File: src/rtl/gam_winner_search_if.sv
// gam_winner_search_if -- bundle of all non-clock signals of the GAM winner
// search engine: scan control, results and the node-memory read port.
//   slave  modport : engine side (gam_winner_search)
//   master modport : layer controller + node weight memory side
// Parameters mirror gam_winner_search; derived widths follow the same rules.
interface gam_winner_search_if #(
   parameter int DIM       = 4,
   parameter int LANES     = 2,
   parameter int WIDTH     = 8,
   parameter int MAX_NODES = 8
);
   localparam int B      = DIM / LANES;
   localparam int DIST_W = 2*WIDTH + 2 + $clog2(DIM);
   localparam int NODE_W = $clog2(MAX_NODES);
   localparam int CNT_W  = $clog2(MAX_NODES + 1);
   localparam int BEAT_W = (B > 1) ? $clog2(B) : 1;

   // scan control
   logic                   start;
   logic [DIM*WIDTH-1:0]   x_vec;
   logic [CNT_W-1:0]       num_nodes;
   logic [DIST_W-1:0]      thresh;
   logic                   busy;
   logic                   done;
   // node memory read port
   logic                   rd_en;
   logic [NODE_W-1:0]      rd_node;
   logic [BEAT_W-1:0]      rd_beat;
   logic [LANES*WIDTH-1:0] rd_data;
   // results
   logic                   min1_valid;
   logic                   min2_valid;
   logic [NODE_W-1:0]      min1_node;
   logic [NODE_W-1:0]      min2_node;
   logic [DIST_W-1:0]      min1_dist;
   logic [DIST_W-1:0]      min2_dist;
   logic                   novel;

   modport slave (
      input  start, x_vec, num_nodes, thresh, rd_data,
      output busy, done, rd_en, rd_node, rd_beat,
             min1_valid, min2_valid, min1_node, min2_node,
             min1_dist, min2_dist, novel
   );

   modport master (
      output start, x_vec, num_nodes, thresh, rd_data,
      input  busy, done, rd_en, rd_node, rd_beat,
             min1_valid, min2_valid, min1_node, min2_node,
             min1_dist, min2_dist, novel
   );
endinterface

File: src/rtl/gam_winner_search.sv
// gam_winner_search -- scans num_nodes weight vectors from node memory,
// computes squared Euclidean distance to the latched x_vec and keeps the two
// nearest nodes (strict less-than: lower node index wins ties).
// Ports:
//   clk, rst_n : clock, asynchronous active-low reset
//   bus        : gam_winner_search_if.slave
//                start/x_vec/num_nodes/thresh in, busy/done out,
//                rd_en/rd_node/rd_beat out, rd_data in (1-cycle latency),
//                min1_*/min2_* results, novel flag.
// Optional feature: define GAM_WINNER_THRESH_EN to latch thresh and drive
// novel = !min1_valid || min1_dist > thresh; otherwise novel is tied to 0.
module gam_winner_search #(
   parameter int DIM       = 4,
   parameter int LANES     = 2,
   parameter int WIDTH     = 8,
   parameter int MAX_NODES = 8
) (
   input logic                clk,
   input logic                rst_n,
   gam_winner_search_if.slave bus
);
   localparam int B      = DIM / LANES;
   localparam int DIST_W = 2*WIDTH + 2 + $clog2(DIM);
   localparam int NODE_W = $clog2(MAX_NODES);
   localparam int CNT_W  = $clog2(MAX_NODES + 1);
   localparam int BEAT_W = (B > 1) ? $clog2(B) : 1;
   localparam int SQ_W   = 2*(WIDTH + 1);

   localparam logic [BEAT_W-1:0] BEAT_LAST = BEAT_W'(B - 1);

   localparam logic [1:0] S_IDLE  = 2'd0;
   localparam logic [1:0] S_ISSUE = 2'd1;
   localparam logic [1:0] S_DRAIN = 2'd2;
   localparam logic [1:0] S_DONE  = 2'd3;

   logic [1:0]           state_q, state_d;
   logic [DIM*WIDTH-1:0] x_q, x_d;
   logic [CNT_W-1:0]     n_q, n_d;
   logic [NODE_W-1:0]    node_q, node_d;
   logic [BEAT_W-1:0]    beat_q, beat_d;

   // pipeline metadata: p1 travels with rd_data, p2 with the registered diffs
   logic                 p1_valid_q, p1_first_q, p1_last_q;
   logic [NODE_W-1:0]    p1_node_q;
   logic [BEAT_W-1:0]    p1_beat_q;
   logic                 p2_valid_q, p2_first_q, p2_last_q;
   logic [NODE_W-1:0]    p2_node_q;
   logic signed [WIDTH:0] diff_q [LANES];
   logic signed [WIDTH:0] diff_d [LANES];

   logic [DIST_W-1:0]    acc_q, acc_d, sq_sum;
   logic                 min1_valid_q, min1_valid_d, min2_valid_q, min2_valid_d;
   logic [NODE_W-1:0]    min1_node_q, min1_node_d, min2_node_q, min2_node_d;
   logic [DIST_W-1:0]    min1_dist_q, min1_dist_d, min2_dist_q, min2_dist_d;

   logic                 accept, node_last, final_update;
   logic [CNT_W-1:0]     n_last;

   assign accept       = (state_q == S_IDLE) && bus.start;
   assign n_last       = n_q - CNT_W'(1);
   assign node_last    = (CNT_W'(node_q) == n_last);
   // last beat of the last node reaching the two-min update
   assign final_update = p2_valid_q && p2_last_q && (CNT_W'(p2_node_q) == n_last);

   // ---------------- control FSM and read address generation ----------------
   always_comb begin
      state_d = state_q;
      x_d     = x_q;
      n_d     = n_q;
      node_d  = node_q;
      beat_d  = beat_q;
      case (state_q)
         S_IDLE: begin
            if (bus.start) begin
               x_d     = bus.x_vec;
               n_d     = bus.num_nodes;
               state_d = (bus.num_nodes == '0) ? S_DONE : S_ISSUE;
            end
         end
         S_ISSUE: begin
            if (beat_q == BEAT_LAST) begin
               beat_d = '0;
               if (node_last) begin
                  node_d  = '0;
                  state_d = S_DRAIN;
               end else begin
                  node_d = node_q + NODE_W'(1);
               end
            end else begin
               beat_d = beat_q + BEAT_W'(1);
            end
         end
         S_DRAIN: begin
            if (final_update) state_d = S_DONE;
         end
         default: state_d = S_IDLE;
      endcase
   end

   // ---------------- stage 1: per-lane signed differences ----------------
   always_comb begin
      for (int unsigned l = 0; l < LANES; l++) begin
         logic signed [WIDTH-1:0] rd_l, x_l;
         rd_l      = bus.rd_data[l*WIDTH +: WIDTH];
         x_l       = x_q[(int'(p1_beat_q)*LANES + int'(l))*WIDTH +: WIDTH];
         diff_d[l] = {rd_l[WIDTH-1], rd_l} - {x_l[WIDTH-1], x_l};
      end
   end

   // ---------------- stage 2: square, accumulate, two-min update ----------------
   always_comb begin
      sq_sum = '0;
      for (int unsigned l = 0; l < LANES; l++) begin
         logic signed [SQ_W-1:0] sq;
         sq     = diff_q[l] * diff_q[l];
         sq_sum = sq_sum + DIST_W'(sq);
      end

      acc_d = acc_q;
      if (p2_valid_q) acc_d = p2_first_q ? sq_sum : acc_q + sq_sum;

      min1_valid_d = min1_valid_q;
      min1_node_d  = min1_node_q;
      min1_dist_d  = min1_dist_q;
      min2_valid_d = min2_valid_q;
      min2_node_d  = min2_node_q;
      min2_dist_d  = min2_dist_q;
      if (accept) begin
         min1_valid_d = 1'b0;
         min1_node_d  = '0;
         min1_dist_d  = '0;
         min2_valid_d = 1'b0;
         min2_node_d  = '0;
         min2_dist_d  = '0;
      end else if (p2_valid_q && p2_last_q) begin
         // candidate is the completed node distance (acc_d), not acc_q
         if (!min1_valid_q || acc_d < min1_dist_q) begin
            min2_valid_d = min1_valid_q;
            min2_node_d  = min1_node_q;
            min2_dist_d  = min1_dist_q;
            min1_valid_d = 1'b1;
            min1_node_d  = p2_node_q;
            min1_dist_d  = acc_d;
         end else if (!min2_valid_q || acc_d < min2_dist_q) begin
            min2_valid_d = 1'b1;
            min2_node_d  = p2_node_q;
            min2_dist_d  = acc_d;
         end
      end
   end

   always_ff @(posedge clk or negedge rst_n) begin
      if (!rst_n) begin
         state_q      <= S_IDLE;
         x_q          <= '0;
         n_q          <= '0;
         node_q       <= '0;
         beat_q       <= '0;
         p1_valid_q   <= 1'b0;
         p1_first_q   <= 1'b0;
         p1_last_q    <= 1'b0;
         p1_node_q    <= '0;
         p1_beat_q    <= '0;
         p2_valid_q   <= 1'b0;
         p2_first_q   <= 1'b0;
         p2_last_q    <= 1'b0;
         p2_node_q    <= '0;
         for (int unsigned l = 0; l < LANES; l++) diff_q[l] <= '0;
         acc_q        <= '0;
         min1_valid_q <= 1'b0;
         min1_node_q  <= '0;
         min1_dist_q  <= '0;
         min2_valid_q <= 1'b0;
         min2_node_q  <= '0;
         min2_dist_q  <= '0;
      end else begin
         state_q      <= state_d;
         x_q          <= x_d;
         n_q          <= n_d;
         node_q       <= node_d;
         beat_q       <= beat_d;
         p1_valid_q   <= (state_q == S_ISSUE);
         p1_first_q   <= (beat_q == '0);
         p1_last_q    <= (beat_q == BEAT_LAST);
         p1_node_q    <= node_q;
         p1_beat_q    <= beat_q;
         p2_valid_q   <= p1_valid_q;
         p2_first_q   <= p1_first_q;
         p2_last_q    <= p1_last_q;
         p2_node_q    <= p1_node_q;
         for (int unsigned l = 0; l < LANES; l++) diff_q[l] <= diff_d[l];
         acc_q        <= acc_d;
         min1_valid_q <= min1_valid_d;
         min1_node_q  <= min1_node_d;
         min1_dist_q  <= min1_dist_d;
         min2_valid_q <= min2_valid_d;
         min2_node_q  <= min2_node_d;
         min2_dist_q  <= min2_dist_d;
      end
   end

   // ---------------- optional novelty flag ----------------
`ifdef GAM_WINNER_THRESH_EN
   logic [DIST_W-1:0] thr_q, thr_d;
   logic              novel_q, novel_d;

   always_comb begin
      thr_d   = thr_q;
      novel_d = novel_q;
      if (accept) begin
         thr_d   = bus.thresh;
         // an empty scan goes straight to DONE with no winner, hence novel
         novel_d = (bus.num_nodes == '0);
      end else if (state_q == S_DRAIN && final_update) begin
         // evaluated on the next-state minima so it is final together with them
         novel_d = !min1_valid_d || (min1_dist_d > thr_q);
      end
   end

   always_ff @(posedge clk or negedge rst_n) begin
      if (!rst_n) begin
         thr_q   <= '0;
         novel_q <= 1'b0;
      end else begin
         thr_q   <= thr_d;
         novel_q <= novel_d;
      end
   end

   assign bus.novel = novel_q;
`else
   logic unused_thresh;
   assign unused_thresh = ^bus.thresh;
   assign bus.novel     = 1'b0;
`endif

   // ---------------- outputs ----------------
   assign bus.rd_en      = (state_q == S_ISSUE);
   assign bus.rd_node    = node_q;
   assign bus.rd_beat    = beat_q;
   assign bus.busy       = (state_q != S_IDLE);
   assign bus.done       = (state_q == S_DONE);
   assign bus.min1_valid = min1_valid_q;
   assign bus.min1_node  = min1_node_q;
   assign bus.min1_dist  = min1_dist_q;
   assign bus.min2_valid = min2_valid_q;
   assign bus.min2_node  = min2_node_q;
   assign bus.min2_dist  = min2_dist_q;
endmodule

File: src/flat_wrapper.sv
// flat-port wrapper written by rule: the top's interface ports become plain ports
module gam_winner_search_flat 
#(
   parameter int DIM       = 4,
   parameter int LANES     = 2,
   parameter int WIDTH     = 8,
   parameter int MAX_NODES = 8
)
  (clk, rst_n, bus_start, bus_x_vec, bus_num_nodes, bus_thresh, bus_rd_data, bus_busy, bus_done, bus_rd_en, bus_rd_node, bus_rd_beat, bus_min1_valid, bus_min2_valid, bus_min1_node, bus_min2_node, bus_min1_dist, bus_min2_dist, bus_novel);
  gam_winner_search_if #(.DIM(DIM), .LANES(LANES), .WIDTH(WIDTH), .MAX_NODES(MAX_NODES)) bus_i ();
  input logic clk;
  input logic rst_n;
  input wire logic [$bits(bus_i.start)-1:0] bus_start;
  input wire logic [$bits(bus_i.x_vec)-1:0] bus_x_vec;
  input wire logic [$bits(bus_i.num_nodes)-1:0] bus_num_nodes;
  input wire logic [$bits(bus_i.thresh)-1:0] bus_thresh;
  input wire logic [$bits(bus_i.rd_data)-1:0] bus_rd_data;
  output wire logic [$bits(bus_i.busy)-1:0] bus_busy;
  output wire logic [$bits(bus_i.done)-1:0] bus_done;
  output wire logic [$bits(bus_i.rd_en)-1:0] bus_rd_en;
  output wire logic [$bits(bus_i.rd_node)-1:0] bus_rd_node;
  output wire logic [$bits(bus_i.rd_beat)-1:0] bus_rd_beat;
  output wire logic [$bits(bus_i.min1_valid)-1:0] bus_min1_valid;
  output wire logic [$bits(bus_i.min2_valid)-1:0] bus_min2_valid;
  output wire logic [$bits(bus_i.min1_node)-1:0] bus_min1_node;
  output wire logic [$bits(bus_i.min2_node)-1:0] bus_min2_node;
  output wire logic [$bits(bus_i.min1_dist)-1:0] bus_min1_dist;
  output wire logic [$bits(bus_i.min2_dist)-1:0] bus_min2_dist;
  output wire logic [$bits(bus_i.novel)-1:0] bus_novel;
  assign bus_i.start = bus_start;
  assign bus_i.x_vec = bus_x_vec;
  assign bus_i.num_nodes = bus_num_nodes;
  assign bus_i.thresh = bus_thresh;
  assign bus_i.rd_data = bus_rd_data;
  assign bus_busy = bus_i.busy;
  assign bus_done = bus_i.done;
  assign bus_rd_en = bus_i.rd_en;
  assign bus_rd_node = bus_i.rd_node;
  assign bus_rd_beat = bus_i.rd_beat;
  assign bus_min1_valid = bus_i.min1_valid;
  assign bus_min2_valid = bus_i.min2_valid;
  assign bus_min1_node = bus_i.min1_node;
  assign bus_min2_node = bus_i.min2_node;
  assign bus_min1_dist = bus_i.min1_dist;
  assign bus_min2_dist = bus_i.min2_dist;
  assign bus_novel = bus_i.novel;
  gam_winner_search #(.DIM(DIM), .LANES(LANES), .WIDTH(WIDTH), .MAX_NODES(MAX_NODES)) u_core (.clk(clk), .rst_n(rst_n), .bus(bus_i));
endmodule
File: config.mk
export PLATFORM = sky130hd
export DESIGN_NAME = gam_winner_search_flat
export DESIGN_NICKNAME = d
export VERILOG_FILES = /design/src/rtl/gam_winner_search_if.sv /design/src/rtl/gam_winner_search.sv /design/src/flat_wrapper.sv
export SDC_FILE = /design/constraint.sdc
export NUM_CORES = 1
export LEC_CHECK = 0
export ABC_CLOCK_PERIOD_IN_PS = 11180
export CORE_MARGIN = 5
export CORE_UTILIZATION = 50
export CTS_CLUSTER_SIZE = 28
export DETAILED_ROUTE_END_ITERATION = 16
export PLACE_DENSITY = 0.7
export SETUP_SLACK_MARGIN = 0.5
export SYNTH_ARGS = -nofsm -noshare
export SYNTH_HDL_FRONTEND = slang
export SYNTH_SLANG_ARGS = --single-unit
File: constraint.sdc
create_clock -name clk -period 11.18 [get_ports clk]
set_input_delay 1.677 -clock clk [delete_from_list [all_inputs] [get_ports clk]]
set_output_delay 1.677 -clock clk [all_outputs]
set_load 0.01 [all_outputs]
After elaboration in Yosys (flattened, before gate mapping)
Index checks and enable logic that the tools add are counted.
{ "totals": {"input_bits": 75, "ff_bits": 140, "elab_cells": 95, "output_inout_bits": 56} }
{ "classes": {"muxes": 31, "eq_ne": 9, "n_reduce_logical": 18, "n_shift": 2, "mul": 2, "n_bitwise": 1, "addsub": 8, "n_lt_le_gt_ge": 2} }
{ "ops": {"columns": ["op", "n"], "rows": [
  ["$mux 20", 9],
  ["$lt 20x20->1", 2],
  ["$mul 9x9->18", 2],
  ["$shiftx 32x6->8", 1],
  ["$shiftx 32x7->8", 1],
  ["$mux 3", 8],
  ["$add 20x20->20", 1],
  ["$add 18x18->19", 1],
  ["$sub 8x8->9", 2],
  ["$mux 2", 5],
  ["$eq 3x4->1", 2],
  ["$mux 1", 8],
  ["$reduce_and 2->1", 4],
  ["$ne 2x1->1 const B", 3],
  ["$pmux 2 s3", 1],
  ["$reduce_bool 2->1", 3],
  ["$eq 2x2->1 const B", 2],
  ["$logic_not 4->1", 1],
  ["$reduce_and 4->1", 1],
  ["$sub 4x1->4 const B", 1],
  ["$add 2x1->3 const B", 1],
  ["$add 3x1->3 const B", 1],
  ["$logic_and 1x1->1", 3],
  ["$reduce_bool 3->1", 1],
  ["other kinds (7)", 9]
]} }

Logic depth before layout (Yosys ltp)
Gate-level depths: netlist (run 1).
{ "logic_depth": {"depth_word": 11, "mapped_depth": 41, "ltp_nobuf": 39} }

Worst setup path after synthesis (run 1)
OpenSTA, ideal clock, no wires.
{ "synth_path": {"path_kind": "reg-to-reg", "start": "reg u_core.diff_q[17] (netlist name)", "end": "reg u_core.min2_dist_q[0] (netlist: u_core.bus.min2_dist[0])", "synth_period_minus_slack_ns": 9.438, "setup_ns": 0.134, "required_time_ns": 11.046, "path_buffers": 3, "arrival_ns": 9.304, "path_slack_ns": 1.742, "stages_incl_launch_ff": 38, "path_cell_list": "dfrtp_1 > clkbuf_1 > nand2_1 > inv_1 > fa_1 > inv_1 > fa_1 > inv_1 > fa_1 > inv_1 > fa_1 > fa_1 > fa_1 > inv_1 > fa_1 > ha_1 > o21ai_0 > nor3_1 > (+2 left out) > and2_1 > ha_1 > and4_1 > o2111ai_1 > a211o_1 > a31oi_1 > mux2_2 > or4_1 > and2_1 > ha_1 > nand4_1 > nor3_1 > a211o_1 > buf_6 > and2_1 > clkbuf_1 > mux2i_1 > o31ai_1"} }
{ "synth_via": {"elab_chain_len": 10, "word_cells_on_any_way": 14, "cone_classes": "add/sub: 2; mul: 1; order compare: 2; mux: 5; reduce/logical: 4"} }
{ "synth_lines": {"columns": ["item", "line_no", "text"], "rows": [
  ["start, declared", "gam_winner_search.sv:48", "logic signed [WIDTH:0] diff_q [LANES];"],
  ["$mul 9x9->18 *", "gam_winner_search.sv:115", "sq = diff_q[l] * diff_q[l];"],
  ["$add 18x18->19 *", "gam_winner_search.sv:116", "sq_sum = sq_sum + DIST_W'(sq);"],
  ["$add 20x20->20", "gam_winner_search.sv:120", "if (p2_valid_q) acc_d = p2_first_q ? sq_sum : acc_q + sq_sum;"],
  ["$mux 20 * (2 in a row)", "gam_winner_search.sv:120", null],
  ["named net u_core.acc_d[19]", "gam_winner_search.sv:51", "logic [DIST_W-1:0] acc_q, acc_d, sq_sum;"],
  ["$lt 20x20->1", "gam_winner_search.sv:137", "if (!min1_valid_q || acc_d < min1_dist_q) begin"],
  ["$logic_or 1x1->1", "gam_winner_search.sv:137", null],
  ["$mux 20", "gam_winner_search.sv:137", null],
  ["$mux 20", "gam_winner_search.sv:135", "end else if (p2_valid_q && p2_last_q) begin"],
  ["$mux 20", "gam_winner_search.sv:128", "if (accept) begin"],
  ["end signal, assigned", "gam_winner_search.sv:198", "min2_dist_q <= min2_dist_d;"],
  ["end, declared", "gam_winner_search.sv:54", "logic [DIST_W-1:0] min1_dist_q, min1_dist_d, min2_dist_q, min2_dist_d;"]
]} }
Mark *: on every way through the listed nets, which the timed path passes. The rest lies on a longest branch. The select of a mux whose other input is x is not followed.
A chain may end at the register's enable or synchronous reset.

Worst setup path after layout (run 1)
{ "layout_path": {"start": "reg u_core.diff_q[17] (netlist name)", "end": "reg u_core.min1_dist_q[10] (netlist: u_core.bus.min1_dist[10])"} }
{ "layout_via": {"elab_chain_len": 9, "word_cells_on_any_way": 12, "cone_classes": "add/sub: 2; mul: 1; order compare: 1; mux: 5; reduce/logical: 3"} }
{ "layout_lines": {"columns": ["item", "line_no", "text"], "rows": [
  ["$mul 9x9->18 *", "gam_winner_search.sv:115", null],
  ["$add 18x18->19 *", "gam_winner_search.sv:116", null],
  ["$add 20x20->20", "gam_winner_search.sv:120", null],
  ["$mux 20 * (2 in a row)", "gam_winner_search.sv:120", null],
  ["named net u_core.acc_d[19]", "gam_winner_search.sv:51", null],
  ["$lt 20x20->1 *", "gam_winner_search.sv:137", null],
  ["$logic_or 1x1->1 *", "gam_winner_search.sv:137", null],
  ["$reduce_bool 2->1 (no line) *", null, null],
  ["$reduce_and 2->1 (no line) *", null, null],
  ["end signal, assigned", "gam_winner_search.sv:195", "min1_dist_q <= min1_dist_d;"],
  ["end, declared", "gam_winner_search.sv:54", null]
]} }
Marks and branches as above.

==> results of run 1 <==
per-layer routing:
metal	routed length [um]	vias up	global-route usage, %	share of wire, %
li1	-	5179	-	-
met1	14800	5378	29.9	45
met2	16200	241	36.7	49
met3	1790	33	4.01	5.4
met4	428	0	4.48	1.3
met5	0	-	0	0
layout make-up:
cell class,count,area [um2],share of cell area [%]
diodes,1,2.50,0.0152
clock buffers,18,439,2.66
clock inverters,14,175,1.06
inverters,251,942,5.71
multi-input cells,1070,9610,58.3
flip-flops and latches,140,3520,21.3
well taps,378,473,2.87
repair buffers,136,1330,8.08
metrics by stage:
stage          cells  area, um2  util (%)  hold WS (ps)  setup WS [ps]
3_3_place_gp    1965      15700      56.3           332            652
3_5_place_dp    1965      15700      56.3           338            390
5_1_grt         2007      16500      59.0           344            467
2_1_floorplan   1510      14200         -           331           1740
4_1_cts         1998      16400      58.5           349            551
6_report        2008      16500      59.0           349            912
cells by family (layout without fill, tap and decap cells):
family,count (synthesis),in the layout,share of synthesized area [%]
buffers and inverters,301,419,8.26
AND/OR/NAND/NOR,388,389,12.6
other,1,2,0.0264
flip-flops,140,140,24.6
multiplexers,31,31,2.29
adder cells (fa/ha/maj),312,312,35.2
AO/OA/AOI/OAI,276,276,13.3
XOR/XNOR,61,61,3.75
critical path: cells and delay by family, from the launching register on:
family,cells,cell delay [ps]
AOI/OAI and AO/OA,8,2440
adders and majority gates,10,4520
buffers and inverters,5,270
DFF,1,560
muxes,1,350
and+or+nand+nor,9,2070
registers in the layout, indices dropped and copies added (netlist names), 3 cells and up:
signal / flops
u_core.x_q: 32
u_core.bus.min2_node: 3
u_core.p2_node_q: 3
u_core.acc_q: 20
u_core.bus.min1_dist: 20
u_core.bus.rd_node: 3
u_core.bus.min1_node: 3
u_core.diff_q: 18
u_core.bus.min2_dist: 20
u_core.n_q: 4
u_core.p1_node_q: 3
how the worst max path moves through the flow:
stage / start / endpoint / slack, ps / depth (start not counted)
6_report: u_core.diff_q[17] / u_core.bus.min1_dist[10] / 910 / 33
5_1_grt: u_core.diff_q[17] / u_core.bus.min2_dist[19] / 470 / 36
4_1_cts: u_core.diff_q[17] / u_core.bus.min2_dist[6] / 550 / 34
3_5_place_dp: u_core.diff_q[17] / u_core.bus.min1_dist[8] / 390 / 33
3_3_place_gp: u_core.diff_q[17] / u_core.bus.min1_dist[2] / 650 / 33
2_1_floorplan: u_core.diff_q[17] / u_core.bus.min2_dist[0] / 1740 / 37
repair_timing:
| action | CTS | global route |
|---|---|---|
| setup buffers | 0 | 9 |
| hold endpoints to repair | 0 | 0 |
| setup endpoints to repair | 23 | 46 |
| pin swaps | 0 | 2 |
| gates resized for setup | 1 | 18 |
| cloned | 1 | 0 |
| hold buffers | 0 | 0 |
cells in the mapped netlist (all sizes together) (3+ instances only):
cell type  instances  area, um2
a221o              3       30.0
o21a               5       37.5
a211oi            14        110
inv              249        935
or3                4       25.0
o2111ai            4       35.0
nor3               9       56.3
clkbuf            37        139
a211o              5       43.8
nand4              9       56.3
a21o              21        158
nor2              51        191
o211ai             9       67.6
o31ai             23        193
xnor2             44        385
a22oi              3       22.5
o211a              5       50.1
ha               165       2060
xor2              17        149
fa               147       2940
mux2              10        116
nor4               3       18.8
nand3              8       40.0
and3               7       43.8
nor2b             19        119
a31oi             10       62.6
buf               13       95.1
o21ai             48        240
o22ai              3       18.8
a22o              23        201
o21bai             6       45.0
dfrtp            140       3500
a21oi             72        364
a21boi             4       30.0
or2                4       27.5
nand2b            15       93.8
mux2i             21        210
nand2            211        795
and2              36        225
==> Flow_metrics.wiki, run 1 <==
{| class="wikitable"
! Metric !! Value
|-
| Outcome || complete, no violations
|-
| Cell type of the slowest stage on the worst timing path || dfrtp_4
|-
| Port Buffers || between 100 and 150
|-
| Die area || 31900 um2
|-
| Startpoint of the most critical register-to-register path || u_core.diff_q[17]
|-
| Post-synthesis net count || 1897
|-
| H-tree Lvls || 4
|-
| # DRC || 0
|-
| Global placement routability congestion || around 0.90
|-
| Maximum achievable frequency || 97.4 MHz
|-
| Ratio of final minimum period to clock period || 91.8%
|-
| Worst EP arrival || 10630 ps
|-
| Synthesized netlist cell count || 1510
|-
| Critical Path Start Type || register
|-
| Total track usage || a little over a fifth
|-
| Placeable core region || between 20000 and 30000 um2
|-
| Max stage delay on crit path || approximately 560 ps
|-
| Min-Delay Path Depth || 0
|-
| Overall die height || 179 um
|-
| Via density per instance || 5.39
|-
| Via count of the first global-routing pass || roughly 11000
|-
| Clock insertion delay at the later pin of the skew report || 430 ps
|-
| Final hold vios || 0
|-
| Dominant register cell in the synthesized netlist || dfrtp_1
|-
| Most frequent cells in the layout || 249 x inv_1, 209 x nand2_1, 164 x ha_1
|-
| Launch instance of the worst min-delay path || u_core.p1_first_q
|-
| Max capacitance violation total || 0
|-
| Least-Margin Pin Slew || 1180 ps
|-
| Worst reg2reg setup slack || 910 ps
|-
| Wirelength, routed || 33200 um
|-
| I/O Pins || 131
|-
| DRC marker count from the first detailed-route iteration || between 500 and 600
|-
| End point of the most critical hold path || u_core.p2_first_q
|-
| Clock-pin slew on the worst setup and hold paths || 60 ps
|-
| DR vias || 10831
|-
| Worst r2r dst || u_core.bus.min1_dist[10]
|-
| Crit Path Class || reg -> reg
|-
| Synth cell types || 75
|-
| Final-report setup violation count || 0
|-
| Worst Reg2Reg Path Length in Cells || 33
|-
| Mean routed wirelength per cell || 16.5 um
|-
| DRT Pass-1 Iters || 5
|-
| Final Max Slew Viols || 0
|-
| Sink Count || 140
|-
| Tmin final || just over 10000 ps
|-
| Required time of the critical path || roughly 12000 ps
|-
| Number of enable flip-flop cells after synthesis || 0
|-
| Number of antenna violations at the first check in global routing || 0
|-
| RSZ-0062 raised after global routing || yes
|-
| Share of layout cells above drive strength 1 || 6.45%
|-
| Synthesis warning total || 0
|-
| Worst clock skew on the final layout || 13.0 ps
|-
| Sum of net half-perimeters after detailed placement || 25900 um
|-
| Grt ovf || 0
|-
| Number of clock buffers inserted by TritonCTS || 17
|-
| Nets@finish || 2003
|-
| Area delta synth->final || 15.9%
|-
| Part of the Yosys area used for sequential elements || between 20% and 30%
|-
| Maximum number of pins on one net before global-route repair || 93
|-
| Initial standard-cell utilization of the core || 50.9%
|-
| Peak fanout along the critical path || 14
|-
| Synth async-reset ratio || 100%
|-
| First-pass GRT wire length || 56200 um
|-
| Max-Slew Margin vs Limit || 21.3%
|-
| Filler cells || 2460
|-
| TritonCTS clock tree || built
|-
| Floorplan die width || 179 um
|-
| Kind of end point of the critical path || register
|-
| CTS Root Cell || clkbuf_16
|-
| Worst min-delay path class || reg -> reg
|-
| Post-detailed-route count of antenna-violating nets || 0
|-
| Post-Synthesis Cell Area || 14200 um2
|-
| Setup TNS || 0 ps
|-
| Deepest clock path buffer count || 2
|-
| Flops & latches, synth || 140
|-
| Site row count || about 60
|-
| Avg Cell Area, Syn || 9.42 um2
|-
| Most frequent standard cell in the layout excluding fill and tap cells || inv_1
|-
| Most repeated library cell on the critical path || fa_1
|}
Power of run 1 is left out: the tool's default activity adds up to more than one toggle a clock period on the data nets, which glitch-free logic cannot reach.
==> run 2: changes to the inputs <==
Settings changed: TNS_END_PERCENT set to 10.
==> run 2 against run 1 <==
  * Worst setup slack worse by 60 ps
  * First-iteration DRC count down 2.6%
  * Sequential share of layout area hardly changed
  * Final cell count fell by 0.15%
==> Flow_metrics.wiki, run 2 (synthesized netlist as in run 1, its figures left out) <==
{| class="wikitable"
! Metric !! Value
|-
| Wirelength, routed || 33000 um (-0.41%)
|-
| Peak fanout along the critical path || 16 (+2)
|-
| DR vias || 10823 (-0.074%)
|-
| Share of layout cells above drive strength 1 || 6.15% (-0.30 points)
|-
| Worst min-delay path class || reg -> reg
|-
| Final hold vios || 0 (unchanged)
|-
| Most repeated library cell on the critical path || fa_1
|-
| Maximum number of pins on one net before global-route repair || 93 (unchanged)
|-
| Global placement routability congestion || 0.902 (unchanged)
|-
| Metal3 WL || 1480 um (-17%)
|-
| Worst reg2reg setup slack || 850 ps (-60 ps)
|-
| Most frequent standard cell in the layout excluding fill and tap cells || inv_1
|-
| Tmin final || 10330 ps (+60.2 ps)
|-
| Filler cells || 2465 (+0.20%)
|-
| Smallest setup slack after layout || 851 ps (-60.2 ps)
|-
| Final Max Slew Viols || 0 (unchanged)
|-
| First-pass GRT wire length || 56200 um (unchanged)
|-
| Site row count || 61 (unchanged)
|-
| I/O Pins || 131 (unchanged)
|-
| Via density per instance || 5.40 (about the same)
|-
| Clock-pin slew on the worst setup and hold paths || 60 ps (about the same)
|-
| Startpoint of the most critical setup path || u_core.diff_q[17]
|-
| Worst clock skew on the final layout || 14.9 ps (+1.95 ps)
|-
| H-tree Lvls || 4 (unchanged)
|-
| Die area || 31900 um2 (unchanged)
|-
| Mean routed wirelength per cell || 16.5 um (-0.26%)
|-
| Least-Margin Pin Slew || 1180 ps (+1.86 ps)
|-
| Number of clock buffers inserted by TritonCTS || 17 (unchanged)
|-
| Area delta synth->final || 15.5%
|-
| Number of flip-flops in the largest register || 32 (unchanged)
|-
| RSZ-0062 raised after global routing || yes
|-
| Nets@finish || 2000 (-0.15%)
|-
| Worst EP arrival || 10680 ps (+50 ps)
|-
| Floorplan die width || 179 um (unchanged)
|-
| Placeable core region || 27900 um2 (unchanged)
|-
| Cells after DPL || 1965 (unchanged)
|-
| Grt ovf || 0 (unchanged)
|-
| CTS hold repair buffers || 0 (unchanged)
|-
| Critical Path Start Type || register
|-
| Sum of net half-perimeters after detailed placement || 25900 um (unchanged)
|-
| Deepest clock path buffer count || 2 (unchanged)
|-
| # DRC || 0 (unchanged)
|-
| Required time of the critical path || 11530 ps (about the same)
|-
| Number of antenna violations at the first check in global routing || 0 (unchanged)
|-
| DRC marker count from the first detailed-route iteration || 516 (-2.6%)
|-
| Port Buffers || 109 (unchanged)
|-
| Max capacitance violation total || 0 (unchanged)
|-
| Max stage delay on crit path || 570 ps (about the same)
|-
| Top register by number of flip-flops || u_core.x_q
|-
| Cell type of the slowest stage on the worst timing path || dfrtp_4
|-
| Setup TNS || 0 ps (unchanged)
|-
| Post-route met1 wirelength || 14900 um (+0.89%)
|-
| Final-report setup violation count || 0 (unchanged)
|-
| TritonCTS clock tree || built
|-
| Crit Path Class || reg -> reg
|-
| CTS Root Cell || clkbuf_16
|-
| Clock insertion delay at the later pin of the skew report || 420 ps (about the same)
|-
| Met2 layer wire length in the routed design || 16300 um (+0.79%)
|-
| Ratio of final minimum period to clock period || 92.4% (+0.54 points)
|-
| Outcome || complete, no violations
|-
| Top routing layer in use || met4
|-
| Startpoint of the most critical register-to-register path || u_core.diff_q[17]
|-
| Worst slack at placement || 390 ps (unchanged)
|-
| Via count of the first global-routing pass || 11482 (unchanged)
|-
| Most frequent cells in the layout || 249 x inv_1, 209 x nand2_1, 164 x ha_1
|-
| Fin cells || 2005 (-0.15%)
|-
| Initial standard-cell utilization of the core || 50.9% (unchanged)
|-
| Overall die height || 179 um (unchanged)
|-
| Maximum achievable frequency || 96.8 MHz (-0.58%)
|-
| Post-detailed-route count of antenna-violating nets || 0 (unchanged)
|-
| Max-Slew Margin vs Limit || 21.2% (-0.12 points)
|-
| Launch instance of the worst min-delay path || u_core.p1_first_q
|-
| Final hold slack || 349 ps (-0.118 ps)
|-
| Sink Count || 140 (unchanged)
|-
| Total track usage || 21.8% (about the same)
|-
| Kind of end point of the critical path || register
|-
| DRT Pass-1 Iters || 6 (+1)
|}
-- run 2: cell count changes in the layout (fill, tap and decap cells not counted) --
cell	delta
xnor2_2	-1
dfrtp_2	-1
buf_4	-2
xnor2_1	+1
buf_12	-1
dfrtp_1	+1
-- run 2: metrics by stage --
step / cell area, um2 / utilization [%]
3_3_place_gp: 15700 / 56.3
3_5_place_dp: 15700 / 56.3
6_report: 16400 / 58.9
4_1_cts: 16300 / 58.5
2_1_floorplan: 14200 / -
5_1_grt: 16400 / 58.9
-- run 2: final cells by class --
class | count | area, um2 | area share, %
repair buffers | 133 | 1300 | 7.89
well taps | 378 | 473 | 2.88
clock buffers | 18 | 439 | 2.67
flip-flops and latches | 140 | 3520 | 21.4
diodes | 1 | 2.50 | 0.0152
inverters | 251 | 942 | 5.73
clock inverters | 14 | 175 | 1.07
multi-input cells | 1070 | 9600 | 58.4
-- run 2: what timing repair did --
action,in CTS,in global routing
endpoints found under the hold margin,0,0
resized for setup,0,17
pin swaps,0,1
setup buffers,0,6
endpoints found under the setup margin,23,46
cloned,1,0
-- run 2: worst paths after layout --
kind,end,depth (start not counted)
max,u_core.bus.min1_node[2],33
min,u_core.p2_first_q,0
max reg2reg,u_core.bus.min1_node[2],33
min reg2reg,u_core.p2_first_q,0
max in group asynchronous,u_core.diff_q[7],2
min in group asynchronous,u_core.bus.min2_node[1],1
-- run 2: worst max-delay path, delay by kind of cell (launching register included) --
kind / cells / cell delay [ps]
buf+inv: 5 / 270
fa+ha+maj: 10 / 4510
simple gates: 9 / 2100
compound gates: 8 / 2460
mux: 1 / 350
flops: 1 / 570
-- run 2: metal layers --
| layer | track usage [%] | up-vias |
|---|---|---|
| li1 | - | 5172 |
| met5 | 0 | - |
| met4 | 4.48 | 0 |
| met3 | 4.01 | 26 |
| met1 | 29.9 | 5400 |
| met2 | 36.7 | 225 |
Power of run 2 is left out for the same reason.
